===== src/rtl/rx_fifo_read_ctrl_pkg.sv =====
// -----------------------------------------------------------------------------
// rx_fifo_read_ctrl_pkg
//   Shared types and constants for the UART receive-FIFO read sequencer.
//   - rd_state_t : read FSM state encoding (also exported as a debug output)
//   - RD_CNT_W   : default width of the delivered-byte counter
//   - WCNT_W     : width of the pop-latency wait counter (POP_LAT is 1..3)
//   - wait_load  : value loaded into the wait counter when a pop is issued
// -----------------------------------------------------------------------------
package rx_fifo_read_ctrl_pkg;

  typedef enum logic [1:0] {
    IDLE = 2'd0,
    POP  = 2'd1,
    WAIT = 2'd2,
    HOLD = 2'd3
  } rd_state_t;

  localparam int RD_CNT_W = 16;
  localparam int WCNT_W   = 2;

  // The FSM spends POP_LAT cycles in WAIT, counting down to zero.
  function automatic logic [WCNT_W-1:0] wait_load(input int pop_lat);
    return WCNT_W'(pop_lat - 1);
  endfunction

endpackage


===== src/rtl/rx_fifo_read_ctrl_if.sv =====
// -----------------------------------------------------------------------------
// rx_fifo_read_ctrl_if
//   Groups the FIFO read port and the host byte stream.
//   FIFO side : Data_Rdy (receiver write strobe, monitored), FIFO_Empty,
//               FIFO_Full (half-full), FIFO_Overflow, FIFO_Data, Pop_Data.
//   Host side : m_data, m_valid, m_ready.
//   Handshake : a byte transfers on every rising clock edge where
//               m_valid & m_ready are both 1. Once m_valid rises, m_data is
//               held stable and m_valid stays high until that transfer.
//   Modports  : master = the read controller, slave = the FIFO/host side.
// -----------------------------------------------------------------------------
interface rx_fifo_read_ctrl_if #(
  parameter int DATA_BITS = 8
);

  logic                 Data_Rdy;
  logic                 FIFO_Empty;
  logic                 FIFO_Full;
  logic                 FIFO_Overflow;
  logic [DATA_BITS-1:0] FIFO_Data;
  logic                 Pop_Data;
  logic [DATA_BITS-1:0] m_data;
  logic                 m_valid;
  logic                 m_ready;

  modport master (
    input  Data_Rdy,
    input  FIFO_Empty,
    input  FIFO_Full,
    input  FIFO_Overflow,
    input  FIFO_Data,
    input  m_ready,
    output Pop_Data,
    output m_data,
    output m_valid
  );

  modport slave (
    output Data_Rdy,
    output FIFO_Empty,
    output FIFO_Full,
    output FIFO_Overflow,
    output FIFO_Data,
    output m_ready,
    input  Pop_Data,
    input  m_data,
    input  m_valid
  );

endinterface


===== src/rtl/rx_fifo_read_ctrl_status.sv =====
// -----------------------------------------------------------------------------
// rx_status_regs
//   Status registers beside the read sequencer.
//   Ports:
//     clk, rst_n      clock, asynchronous active-low reset
//     i_overflow      FIFO overflow flag (any high cycle sets the sticky bit)
//     i_full          FIFO half-full flag
//     i_clr           clears the sticky bit and the byte counter
//     i_hs            host handshake (m_valid & m_ready) this cycle
//     o_ovf_sticky    overflow seen since the last clear
//     o_half_irq      i_full delayed by one cycle
//     o_rd_count      bytes delivered, wraps at 2^CNT_W
// -----------------------------------------------------------------------------
module rx_status_regs #(
  parameter int CNT_W = 16
) (
  input  logic             clk,
  input  logic             rst_n,
  input  logic             i_overflow,
  input  logic             i_full,
  input  logic             i_clr,
  input  logic             i_hs,
  output logic             o_ovf_sticky,
  output logic             o_half_irq,
  output logic [CNT_W-1:0] o_rd_count
);

  logic             r_ovf_sticky;
  logic             r_half_irq;
  logic [CNT_W-1:0] r_rd_count;

  // Set has priority over clear so an overflow in the clearing cycle is kept.
  always_ff @(posedge clk or negedge rst_n) begin
    if (!rst_n) begin
      r_ovf_sticky <= 1'b0;
    end else if (i_overflow) begin
      r_ovf_sticky <= 1'b1;
    end else if (i_clr) begin
      r_ovf_sticky <= 1'b0;
    end
  end

  always_ff @(posedge clk or negedge rst_n) begin
    if (!rst_n) begin
      r_half_irq <= 1'b0;
    end else begin
      r_half_irq <= i_full;
    end
  end

  // A clear coinciding with a delivery counts that delivery, giving 1.
  always_ff @(posedge clk or negedge rst_n) begin
    if (!rst_n) begin
      r_rd_count <= '0;
    end else if (i_clr) begin
      r_rd_count <= i_hs ? CNT_W'(1) : '0;
    end else if (i_hs) begin
      r_rd_count <= r_rd_count + CNT_W'(1);
    end
  end

  assign o_ovf_sticky = r_ovf_sticky;
  assign o_half_irq   = r_half_irq;
  assign o_rd_count   = r_rd_count;

endmodule


===== src/rtl/rx_fifo_read_ctrl.sv =====
// -----------------------------------------------------------------------------
// rx_fifo_read_ctrl
//   Read-side sequencer for the UART receive FIFO. Issues one-cycle Pop_Data
//   strobes, captures FIFO_Data POP_LAT cycles later into a registered output
//   slot and offers it to the host on a valid/ready stream.
//   Ports:
//     clk, rst_n    clock, asynchronous active-low reset
//     enable        allow new pops
//     BIST_Mode     FIFO under self-test; blocks new pops like enable=0
//     clr_status    clears ovf_sticky and rd_count
//     bus           FIFO read port + host stream (master modport)
//     ovf_sticky    overflow seen since last clear
//     half_irq      registered copy of FIFO_Full
//     rd_count      bytes delivered, modulo 2^CNT_W
//     o_dbg_state   current read FSM state
// -----------------------------------------------------------------------------
module rx_fifo_read_ctrl
  import rx_fifo_read_ctrl_pkg::*;
#(
  parameter int DATA_BITS = 8,
  parameter int POP_LAT   = 1,
  parameter int CNT_W     = RD_CNT_W
) (
  input  logic              clk,
  input  logic              rst_n,
  input  logic              enable,
  input  logic              BIST_Mode,
  input  logic              clr_status,
  rx_fifo_read_ctrl_if.master bus,
  output logic              ovf_sticky,
  output logic              half_irq,
  output logic [CNT_W-1:0]  rd_count,
  output rd_state_t         o_dbg_state
);

  rd_state_t             r_state;
  rd_state_t             w_state_nxt;
  logic [WCNT_W-1:0]     r_wcnt;
  logic [WCNT_W-1:0]     w_wcnt_nxt;
  logic [DATA_BITS-1:0]  r_m_data;
  logic                  r_m_valid;

  logic                  w_go;
  logic                  w_hs;
  logic                  w_pop;
  logic                  w_capture;
  logic                  w_release;

  assign w_go = enable & ~BIST_Mode & ~bus.FIFO_Empty;
  assign w_hs = r_m_valid & bus.m_ready;

  // Next-state and strobes. Data_Rdy gates the pop combinationally because
  // the FIFO gives receiver writes priority; POP simply retries next cycle,
  // and it is never abandoned once entered, whatever enable does.
  always_comb begin
    w_state_nxt = r_state;
    w_wcnt_nxt  = r_wcnt;
    w_pop       = 1'b0;
    w_capture   = 1'b0;
    w_release   = 1'b0;
    unique case (r_state)
      IDLE: begin
        if (w_go) begin
          w_state_nxt = POP;
        end
      end
      POP: begin
        if (!bus.Data_Rdy) begin
          w_pop       = 1'b1;
          w_wcnt_nxt  = wait_load(POP_LAT);
          w_state_nxt = WAIT;
        end
      end
      WAIT: begin
        if (r_wcnt == '0) begin
          w_capture   = 1'b1;
          w_state_nxt = HOLD;
        end else begin
          w_wcnt_nxt = r_wcnt - WCNT_W'(1);
        end
      end
      HOLD: begin
        // FIFO_Empty is looked at again here, so an emptied FIFO is not popped.
        if (w_hs) begin
          w_release   = 1'b1;
          w_state_nxt = w_go ? POP : IDLE;
        end
      end
      default: begin
        w_state_nxt = IDLE;
      end
    endcase
  end

  always_ff @(posedge clk or negedge rst_n) begin
    if (!rst_n) begin
      r_state <= IDLE;
      r_wcnt  <= '0;
    end else begin
      r_state <= w_state_nxt;
      r_wcnt  <= w_wcnt_nxt;
    end
  end

  // Output slot: loaded once per byte, held until the host takes it.
  always_ff @(posedge clk or negedge rst_n) begin
    if (!rst_n) begin
      r_m_data  <= '0;
      r_m_valid <= 1'b0;
    end else begin
      if (w_capture) begin
        r_m_data  <= bus.FIFO_Data;
        r_m_valid <= 1'b1;
      end else if (w_release) begin
        r_m_valid <= 1'b0;
      end
    end
  end

  assign bus.Pop_Data = w_pop;
  assign bus.m_data   = r_m_data;
  assign bus.m_valid  = r_m_valid;
  assign o_dbg_state  = r_state;

  rx_status_regs #(
    .CNT_W (CNT_W)
  ) u_status (
    .clk          (clk),
    .rst_n        (rst_n),
    .i_overflow   (bus.FIFO_Overflow),
    .i_full       (bus.FIFO_Full),
    .i_clr        (clr_status),
    .i_hs         (w_hs),
    .o_ovf_sticky (ovf_sticky),
    .o_half_irq   (half_irq),
    .o_rd_count   (rd_count)
  );

  // A pop while a byte is still held would overwrite the slot.
  a_no_pop_while_valid : assert property (
    @(posedge clk) disable iff (!rst_n) w_pop |-> !r_m_valid
  );

  a_hold_means_valid : assert property (
    @(posedge clk) disable iff (!rst_n) (r_state == HOLD) |-> r_m_valid
  );

endmodule


===== src/flat_wrapper.sv =====
// flat-port wrapper written by rule: the top's interface ports become plain ports
module rx_fifo_read_ctrl_flat import rx_fifo_read_ctrl_pkg::*;
#(
  parameter int DATA_BITS = 8,
  parameter int POP_LAT   = 1,
  parameter int CNT_W     = RD_CNT_W
)
  (clk, rst_n, enable, BIST_Mode, clr_status, ovf_sticky, half_irq, rd_count, o_dbg_state, bus_Data_Rdy, bus_FIFO_Empty, bus_FIFO_Full, bus_FIFO_Overflow, bus_FIFO_Data, bus_m_ready, bus_Pop_Data, bus_m_data, bus_m_valid);
  rx_fifo_read_ctrl_if #(.DATA_BITS(DATA_BITS)) bus_i ();
  input  logic clk;
  input  logic rst_n;
  input  logic enable;
  input  logic BIST_Mode;
  input  logic clr_status;
  output logic ovf_sticky;
  output logic half_irq;
  output logic [CNT_W-1:0] rd_count;
  output rd_state_t o_dbg_state;
  input wire logic [$bits(bus_i.Data_Rdy)-1:0] bus_Data_Rdy;
  input wire logic [$bits(bus_i.FIFO_Empty)-1:0] bus_FIFO_Empty;
  input wire logic [$bits(bus_i.FIFO_Full)-1:0] bus_FIFO_Full;
  input wire logic [$bits(bus_i.FIFO_Overflow)-1:0] bus_FIFO_Overflow;
  input wire logic [$bits(bus_i.FIFO_Data)-1:0] bus_FIFO_Data;
  input wire logic [$bits(bus_i.m_ready)-1:0] bus_m_ready;
  output wire logic [$bits(bus_i.Pop_Data)-1:0] bus_Pop_Data;
  output wire logic [$bits(bus_i.m_data)-1:0] bus_m_data;
  output wire logic [$bits(bus_i.m_valid)-1:0] bus_m_valid;
  assign bus_i.Data_Rdy = bus_Data_Rdy;
  assign bus_i.FIFO_Empty = bus_FIFO_Empty;
  assign bus_i.FIFO_Full = bus_FIFO_Full;
  assign bus_i.FIFO_Overflow = bus_FIFO_Overflow;
  assign bus_i.FIFO_Data = bus_FIFO_Data;
  assign bus_i.m_ready = bus_m_ready;
  assign bus_Pop_Data = bus_i.Pop_Data;
  assign bus_m_data = bus_i.m_data;
  assign bus_m_valid = bus_i.m_valid;
  rx_fifo_read_ctrl #(.DATA_BITS(DATA_BITS), .POP_LAT(POP_LAT), .CNT_W(CNT_W)) u_core (.clk(clk), .rst_n(rst_n), .enable(enable), .BIST_Mode(BIST_Mode), .clr_status(clr_status), .bus(bus_i), .ovf_sticky(ovf_sticky), .half_irq(half_irq), .rd_count(rd_count), .o_dbg_state(o_dbg_state));
endmodule

===== config.mk =====
export PLATFORM = sky130hd
export DESIGN_NAME = rx_fifo_read_ctrl_flat
export DESIGN_NICKNAME = d
export VERILOG_FILES = /design/src/rtl/rx_fifo_read_ctrl_pkg.sv /design/src/rtl/rx_fifo_read_ctrl_if.sv /design/src/rtl/rx_fifo_read_ctrl_status.sv /design/src/rtl/rx_fifo_read_ctrl.sv /design/src/flat_wrapper.sv
export SDC_FILE = /design/constraint.sdc
export NUM_CORES = 1
export LEC_CHECK = 0
export ABC_AREA = 0
export CORE_MARGIN = 2
export CORE_UTILIZATION = 42
export CTS_CLUSTER_SIZE = 10
export DETAILED_ROUTE_END_ITERATION = 6
export GPL_TIMING_DRIVEN = 0
export MAX_ROUTING_LAYER = met4
export PLACE_DENSITY_LB_ADDON = 0.15
export SLEW_MARGIN = 10
export SYNTH_ARGS = -nofsm -noshare
export SYNTH_HDL_FRONTEND = slang
export SYNTH_SLANG_ARGS = --single-unit

===== constraint.sdc =====
create_clock -name clk -period 1.65 [get_ports clk]
set_input_delay 0.2475 -clock clk [delete_from_list [all_inputs] [get_ports clk]]
set_output_delay 0.2475 -clock clk [all_outputs]
set_load 0.005 [all_outputs]

==> Implementation_results.wiki, run 1 <==
{| class="wikitable"
! Metric !! Value
|-
| Number of flip-flops and latches in the synthesized netlist || 31
|-
| Number of synthesis warnings || 0
|-
| Category of the worst setup path launch point || input pin
|-
| Path type of the worst min-delay path || input pin to async pin
|-
| Total via count in the routed design || 1306
|-
| Floorplan Core Area || 3633 sq um
|-
| Cell with the most instances after synthesis || sky130_fd_sc_hd__dfrtp_1
|-
| Number of antenna repair diodes || 0
|-
| GRT Total Usage || 0.1877
|-
| Internal power component || 2.049 mW
|-
| Power per cell area || 1307 nW/um^2
|-
| Slew at the pin closest to its max-slew limit || 0.6873 ns
|-
| Setup repair after global routing missed its margin || no
|-
| FF-to-FF path depth || 6
|-
| Fin worst setup slack || 0.05007 ns
|-
| Number of clock sinks seen by CTS || 31
|-
| DRC marker count from the first detailed-route iteration || 32
|-
| Relative max-transition margin || 0.5418
|-
| Share of layout cells above drive strength 1 || 0.2476
|-
| Post-route ant nets || 0
|-
| Net load switching power || 943.3 uW
|-
| Part of the power in registers || 0.364
|-
| Site row count || 22
|-
| Startpoint of the worst setup timing path || enable
|-
| Post-synthesis cell type with the largest combined area || sky130_fd_sc_hd__dfrtp_1
|-
| Number of distinct library cells after synthesis || 28
|-
| Post-synth ARST share || 1.000
|-
| Maximum clock rate || 625.0 MHz
|-
| Via density || 5.062
|-
| Main area contributors after synthesis || sky130_fd_sc_hd__dfrtp_1 (49%), sky130_fd_sc_hd__mux2_2 (7.2%), sky130_fd_sc_hd__ha_1 (4.8%), sky130_fd_sc_hd__nor2_1 (4.3%), sky130_fd_sc_hd__nand2_1 (3.6%)
|-
| Worst-Skew Late Latency || 0.28 ns
|-
| Count of pins on the block boundary || 48
|-
| Placer Congestion || 0.7974
|-
| Worst setup EP type || flip-flop
|-
| Data required time of the worst path || 1.82 ns
|-
| Total count of hold-check failures in the final report || 0
|-
| Number of antenna violations at the first check in global routing || 0
|-
| Number of nets in the synthesized netlist || 172
|-
| Synth-to-Final Area Change || 45.47%
|-
| Mean cell area of the mapped netlist || 10.64 sq um
|-
| Sum of overflow across all layers after global routing || 0
|-
| Clock transition at the register clock pins on the worst setup and hold paths after CTS || 0.07 ns
|-
| Cell area after synthesis || 1574 sq um
|-
| Number of max-slew violations in the final report || 0
|-
| Most frequent cells after synthesis || sky130_fd_sc_hd__dfrtp_1 (31), sky130_fd_sc_hd__nor2_1 (18), sky130_fd_sc_hd__nand2_1 (15)
|-
| CTS H-tree depth || 2
|-
| Combinational share of power || 0.445
|-
| Clock tree from TritonCTS || yes
|-
| Peak supply drop || 827.8 uV
|-
| Post-layout power || 2.992 mW
|-
| DR pass1 iterations || 4
|-
| Global-route wire length before repair || 5.920 mm
|-
| Clk pwr share || 0.190
|-
| Skew final || 0.007701 ns
|-
| Hold WS || 0.006423 ns
|-
| Post-layout util || 0.6302
|-
| Clock buffer count from CTS || 5
|-
| Period utilization || 0.9697
|-
| Initial cell density of the core || 0.4332
|-
| Die extent in x || 65.22 um
|-
| Max-cap violation count || 0
|-
| Dpl cell area || 2090 sq um
|-
| Residual DRC || 0
|-
| Area share of the leading cell type in the synthesized netlist || 0.4928
|-
| Largest fanout of any net on the critical path || 4
|-
| # port buffers || 46
|-
| Hold bufs inserted after CTS || 0
|-
| Dominant register cell in the synthesized netlist || sky130_fd_sc_hd__dfrtp_1
|-
| Max clock buf depth || 2
|-
| RR Startpoint || u_core.o_dbg_state[0]$_DFFE_PN0P_
|-
| Root buffer cell || sky130_fd_sc_hd__clkbuf_8
|-
| Number of global-route vias before repair || 1329
|-
| Final period demand of the worst path || 1.600 ns
|-
| Endpoints failing setup || 0
|-
| Total Routed Length || 3.510 mm
|-
| Run status || completed
|-
| Net Sw Frac || 0.3152
|-
| Data arrival time of the worst path || 1.77 ns
|-
| Maximum number of pins on one net before global-route repair || 32
|-
| Post-route design area || 2290 sq um
|-
| Final nets || 233
|-
| Number of standard cells after synthesis || 148
|-
| Worst slack after detailed placement || -0.3784 ns
|-
| Leakage power || 0.9432 nW
|-
| Path type of the worst setup path || input pin to flip-flop
|-
| EDFF count, synth || 0
|-
| Die boundary height || 65.22 um
|-
| Detail Placement HPWL || 2.502 mm
|-
| Wirelength per Cell || 13.60 um
|-
| Portion of the post-synthesis area used by sequential elements || 0.4928
|-
| Area of the die || 4253 sq um
|}
## stage by stage
stage	instances	TNS, ns
2_1_floorplan	148	0
4_1_cts	252	0
6_report	258	0
5_1_grt	258	0
3_5_place_dp	242	-2.133
3_3_place_gp	242	-7.807
## layer usage
metal	wire, um	global-route usage	up-vias
met5	0	-	-
met4	53	0.06250	0
met3	113	0.06336	7
met2	1885	0.3253	31
met1	1458	0.2020	636
li1	-	-	632
## critical path, stage by stage
cell	delay [ns]
sky130_fd_sc_hd__clkdlybuf4s50_1	0.46
sky130_fd_sc_hd__or3b_4	0.39
sky130_fd_sc_hd__a2111oi_4	0.44
sky130_fd_sc_hd__a21o_1	0.18
sky130_fd_sc_hd__o21ai_2	0.05
## registers in the layout, summed over array words and instances (netlist names)
name	count
u_core.bus.m_valid	1
u_core.r_wcnt	2
u_core.u_status.o_rd_count	16
u_core.u_status.o_ovf_sticky	1
u_core.bus.m_data	8
u_core.u_status.o_half_irq	1
u_core.o_dbg_state	2
## what timing repair did
action | in CTS | in global routing
resized for setup | 10 | 15
pin swaps | 2 | 2
endpoints found under the hold margin | 0 | 0
buffers inserted | 2 | 6
endpoints found under the setup margin | 5 | 14
## cells in the final DEF, fill, tap and decap left out, types with 2 or more instances in the layout
cell type | netlist | final
sky130_fd_sc_hd__o21ai_2 | 2 | 2
sky130_fd_sc_hd__o21ai_0 | 5 | 5
sky130_fd_sc_hd__buf_4 | 0 | 7
sky130_fd_sc_hd__a21o_1 | 3 | 3
sky130_fd_sc_hd__and3_1 | 2 | 2
sky130_fd_sc_hd__mux2_2 | 10 | 10
sky130_fd_sc_hd__ha_1 | 6 | 2
sky130_fd_sc_hd__nor3_1 | 4 | 3
sky130_fd_sc_hd__nand4_1 | 2 | 2
sky130_fd_sc_hd__a31o_2 | 3 | 3
sky130_fd_sc_hd__clkbuf_8 | 0 | 5
sky130_fd_sc_hd__dfrtp_2 | 0 | 3
sky130_fd_sc_hd__nand3_1 | 6 | 5
sky130_fd_sc_hd__nand2_1 | 15 | 14
sky130_fd_sc_hd__dfrtp_1 | 31 | 28
sky130_fd_sc_hd__clkdlybuf4s50_1 | 0 | 43
sky130_fd_sc_hd__inv_1 | 7 | 6
sky130_fd_sc_hd__nor2_1 | 18 | 17
sky130_fd_sc_hd__clkbuf_1 | 2 | 4
sky130_fd_sc_hd__xor2_1 | 4 | 4
sky130_fd_sc_hd__nor2b_1 | 5 | 3
sky130_fd_sc_hd__ha_4 | 0 | 2
sky130_fd_sc_hd__ha_2 | 0 | 2
sky130_fd_sc_hd__xnor2_1 | 6 | 6
sky130_fd_sc_hd__a21oi_1 | 6 | 6
sky130_fd_sc_hd__nor4_2 | 3 | 3
## cells by family after synthesis
family                   share of synthesized area
flip-flops                                  0.4928
adder cells (fa/ha/maj)                    0.04769
AO/OA/AOI/OAI                               0.1057
AND/OR/NAND/NOR                             0.2051
multiplexers                               0.07154
buffers and inverters                      0.02147
XOR/XNOR                                   0.05564
## cell type report
class	instances	area, sq um
Buffer	2	7.507
Clock buffer	7	76.32
Clock inverter	1	5.005
Fill cell	311	1344
Inverter	7	26.28
Multi-Input combinational cell	108	822.0
Sequential cell	31	779.5
Tap cell	48	60.06
Timing Repair Buffer	54	513.0
## power by group through the flow
stage | logic, mW | registers, mW | clock network (mW)
final | 1.33 | 1.09 | 0.570
after global routing | 1.45 | 1.12 | 0.625
after CTS | 1.17 | 1.10 | 0.580
after detailed placement | 1.09 | 1.11 | 0
after global placement | 1.05 | 1.10 | 0
after floorplan | 0.575 | 1.10 | 0
## path summary, 6_finish.rpt
check	slack (ns)	to
setup / recovery	0.05	u_core.o_dbg_state[0]$_DFFE_PN0P_
hold / removal	0.006	u_core.u_status.o_rd_count[9]$_DFFE_PN0P_
setup reg to reg	0.06	u_core.o_dbg_state[0]$_DFFE_PN0P_
hold reg to reg	0.48	u_core.u_status.o_ovf_sticky$_DFFE_PN0P_
max in group asynchronous	1.15	u_core.bus.m_valid$_DFFE_PN0P_
min in group clk	0.41	u_core.u_status.o_half_irq$_DFF_PN0_
(Power assumes the default switching activity.)
==> run 2, diff against run 1 <==
Settings changed: PLACE_DENSITY set to 0.76, PLACE_DENSITY_LB_ADDON 0.15 to unset, SKIP_LAST_GASP set to 1.
==> run 2 against run 1 <==
The run now ends with setup timing left. Sequential cell count unchanged. Fmax is 3.4% lower. First-iteration DRC count grew to 2.6 times the previous value. Wire length down 6.0%. Final cell count decreased by 1.9%. Global-route usage fell by 0.94 points. Non-clock buffer count decreased by 5. Combinational power fell by 14%. Sequential share of layout area rose by 1.1 points. Utilization decreased by 2.1 points.
==> Implementation_results.wiki, run 2 (synthesized netlist as in run 1, its figures left out) <==
{| class="wikitable"
! Metric !! Value
|-
| Run status || finished with violations
|-
| Failing checks || setup timing
|-
| Power per cell area || 1273 nW/um^2 (-2.6%)
|-
| Worst-Skew Late Latency || 0.28 ns (about the same)
|-
| Die extent in x || 65.22 um (unchanged)
|-
| Setup repair after global routing missed its margin || yes
|-
| Sum of overflow across all layers after global routing || 0 (unchanged)
|-
| Floorplan Core Area || 3633 sq um (unchanged)
|-
| Total via count in the routed design || 1292 (-1.1%)
|-
| Max-cap violation count || 0 (unchanged)
|-
| # port buffers || 46 (unchanged)
|-
| Endpoints failing setup || 1 (+1)
|-
| Residual DRC || 0 (unchanged)
|-
| DRC marker count from the first detailed-route iteration || 82 (+160%)
|-
| Period utilization || 1.003 (+0.03362)
|-
| Largest fanout of any net on the critical path || 4 (unchanged)
|-
| Number of global-route vias before repair || 1348 (+1.4%)
|-
| GRT Total Usage || 0.1784 (-0.009379)
|-
| Wirelength per Cell || 13.04 um (-4.1%)
|-
| Clock tree from TritonCTS || yes
|-
| Clock buffer count from CTS || 5 (unchanged)
|-
| Final period demand of the worst path || 1.655 ns (+0.05547 ns)
|-
| Count of pins on the block boundary || 48 (unchanged)
|-
| Number of flip-flops in the largest register || 16 (unchanged)
|-
| Number of antenna repair diodes || 0 (unchanged)
|-
| Initial cell density of the core || 0.4332 (unchanged)
|-
| Die boundary height || 65.22 um (unchanged)
|-
| Site row count || 22 (unchanged)
|-
| Detail Placement HPWL || 2.401 mm (-4.0%)
|-
| Number of antenna violations at the first check in global routing || 0 (unchanged)
|-
| Number of clock sinks seen by CTS || 31 (unchanged)
|-
| Skew final || 0.005998 ns (-0.001702 ns)
|-
| DR pass1 iterations || 4 (unchanged)
|-
| Path type of the worst min-delay path || input pin to async pin
|-
| Relative max-transition margin || 0.5395 (-0.002291)
|-
| Clock transition at the register clock pins on the worst setup and hold paths after CTS || 0.07 ns (about the same)
|-
| Fin worst setup slack || -0.005397 ns (-0.05547 ns)
|-
| Post-layout power || 2.816 mW (-5.9%)
|-
| Total count of hold-check failures in the final report || 0 (unchanged)
|-
| Global-route wire length before repair || 5.727 mm (-3.3%)
|-
| Maximum number of pins on one net before global-route repair || 32 (unchanged)
|-
| Peak supply drop || 901.6 uV (+8.9%)
|-
| Root buffer cell || sky130_fd_sc_hd__clkbuf_8
|-
| Commonest non-fill, non-tap cells in the layout || sky130_fd_sc_hd__clkdlybuf4s50_1 (43), sky130_fd_sc_hd__dfrtp_1 (29), sky130_fd_sc_hd__nor2_1 (17)
|-
| Area of the die || 4253 sq um (unchanged)
|-
| Total Routed Length || 3.300 mm (-6.0%)
|-
| Synth-to-Final Area Change || 40.54%
|-
| Worst setup EP type || flip-flop
|-
| Category of the worst setup path launch point || flip-flop
|-
| Placer Congestion || 0.8621 (+8.1%)
|-
| Post-route ant nets || 0 (unchanged)
|-
| Post-layout util || 0.6088 (-0.02135)
|-
| Data arrival time of the worst path || 1.82 ns (+0.05 ns)
|-
| Data required time of the worst path || 1.82 ns (about the same)
|-
| Share of layout cells above drive strength 1 || 0.1902 (-0.05738)
|-
| Via density || 5.107 (+0.88%)
|-
| Maximum clock rate || 604.1 MHz (-3.4%)
|-
| CTS H-tree depth || 2 (unchanged)
|-
| Max clock buf depth || 2 (unchanged)
|-
| Hold bufs inserted after CTS || 0 (unchanged)
|-
| Path type of the worst setup path || flip-flop to flip-flop
|-
| Leading cell type in the layout, fill and taps excluded || sky130_fd_sc_hd__clkdlybuf4s50_1
|-
| Final nets || 228 (-2.1%)
|-
| Leakage power || 0.9161 nW (-2.9%)
|-
| Slew at the pin closest to its max-slew limit || 0.6908 ns (+0.003436 ns)
|-
| Number of max-slew violations in the final report || 0 (unchanged)
|}
-- run 2: cell count changes in the layout (fill, tap and decap cells not counted), moves of 2 or more --
cell	change
sky130_fd_sc_hd__nor2b_1	+2
sky130_fd_sc_hd__ha_1	+2
sky130_fd_sc_hd__buf_4	-4
sky130_fd_sc_hd__ha_4	-2
-- run 2: worst paths after layout --
path | startpoint | endpoint | slack, ns | cells past startpoint
worst max-delay path | u_core.o_dbg_state[1]$_DFFE_PN0P_ | u_core.o_dbg_state[0]$_DFFE_PN0P_ | -0.005 | 6
max in group asynchronous | rst_n | u_core.o_dbg_state[0]$_DFFE_PN0P_ | 1.15 | 1
worst min-delay path | rst_n | u_core.u_status.o_rd_count[6]$_DFFE_PN0P_ | 0.006 | 1
worst max register to register | u_core.o_dbg_state[1]$_DFFE_PN0P_ | u_core.o_dbg_state[0]$_DFFE_PN0P_ | -0.005 | 6
min in group clk | bus_FIFO_Full | u_core.u_status.o_half_irq$_DFF_PN0_ | 0.42 | 1
worst min register to register | u_core.u_status.o_ovf_sticky$_DFFE_PN0P_ | u_core.u_status.o_ovf_sticky$_DFFE_PN0P_ | 0.48 | 1
-- run 2: area by class of cell --
cell class | instances | area (sq um)
Tap cell | 48 | 60.06
Buffer | 2 | 7.507
Inverter | 7 | 26.28
Timing Repair Buffer | 49 | 476.7
Multi-Input combinational cell | 108 | 782.0
Clock buffer | 7 | 76.32
Sequential cell | 31 | 778.2
Clock inverter | 1 | 5.005
Fill cell | 313 | 1421
-- run 2: power breakdown --
group	internal, mW	switching (mW)	leakage [nW]
registers	0.946	0.151	0.397
clock network	0.295	0.270	0.0422
logic	0.691	0.462	0.477
-- run 2: repair_timing --
action / CTS / global route
pin swaps: 2 / 3
setup buffers: 3 / 0
gates resized for setup: 7 / 5
endpoints found under the setup margin: 5 / 6
-- run 2: layer usage --
metal / part of all wire / track usage
met2: 0.51 / 0.2959
met1: 0.42 / 0.2056
met4: 0.012 / 0.06510
met5: 0 / -
met3: 0.053 / 0.05308
-- run 2: critical path, cell delays in order (launching register included) --
cell                        delay, ns
sky130_fd_sc_hd__dfrtp_1         0.39
sky130_fd_sc_hd__buf_4           0.16
sky130_fd_sc_hd__ha_2            0.19
sky130_fd_sc_hd__nor2b_1         0.16
sky130_fd_sc_hd__a2111oi_4       0.42
sky130_fd_sc_hd__a21o_1          0.18
sky130_fd_sc_hd__o21ai_2         0.05
-- run 2: per-stage QoR --
stage          hold WS [ns]  setup WS [ns]  cell area [sq um]  instances    TNS, ns
3_3_place_gp         0.4638        -0.3732               2095        242     -8.387
4_1_cts             0.02027       0.009667               2205        253          0
5_1_grt             0.06762       -0.05852               2212        253   -0.05862
3_5_place_dp         0.3332        -0.3866               2090        242     -2.013
2_1_floorplan      -0.04809        0.05441               1574        148          0
6_report           0.005639      -0.005397               2212        253  -0.005397
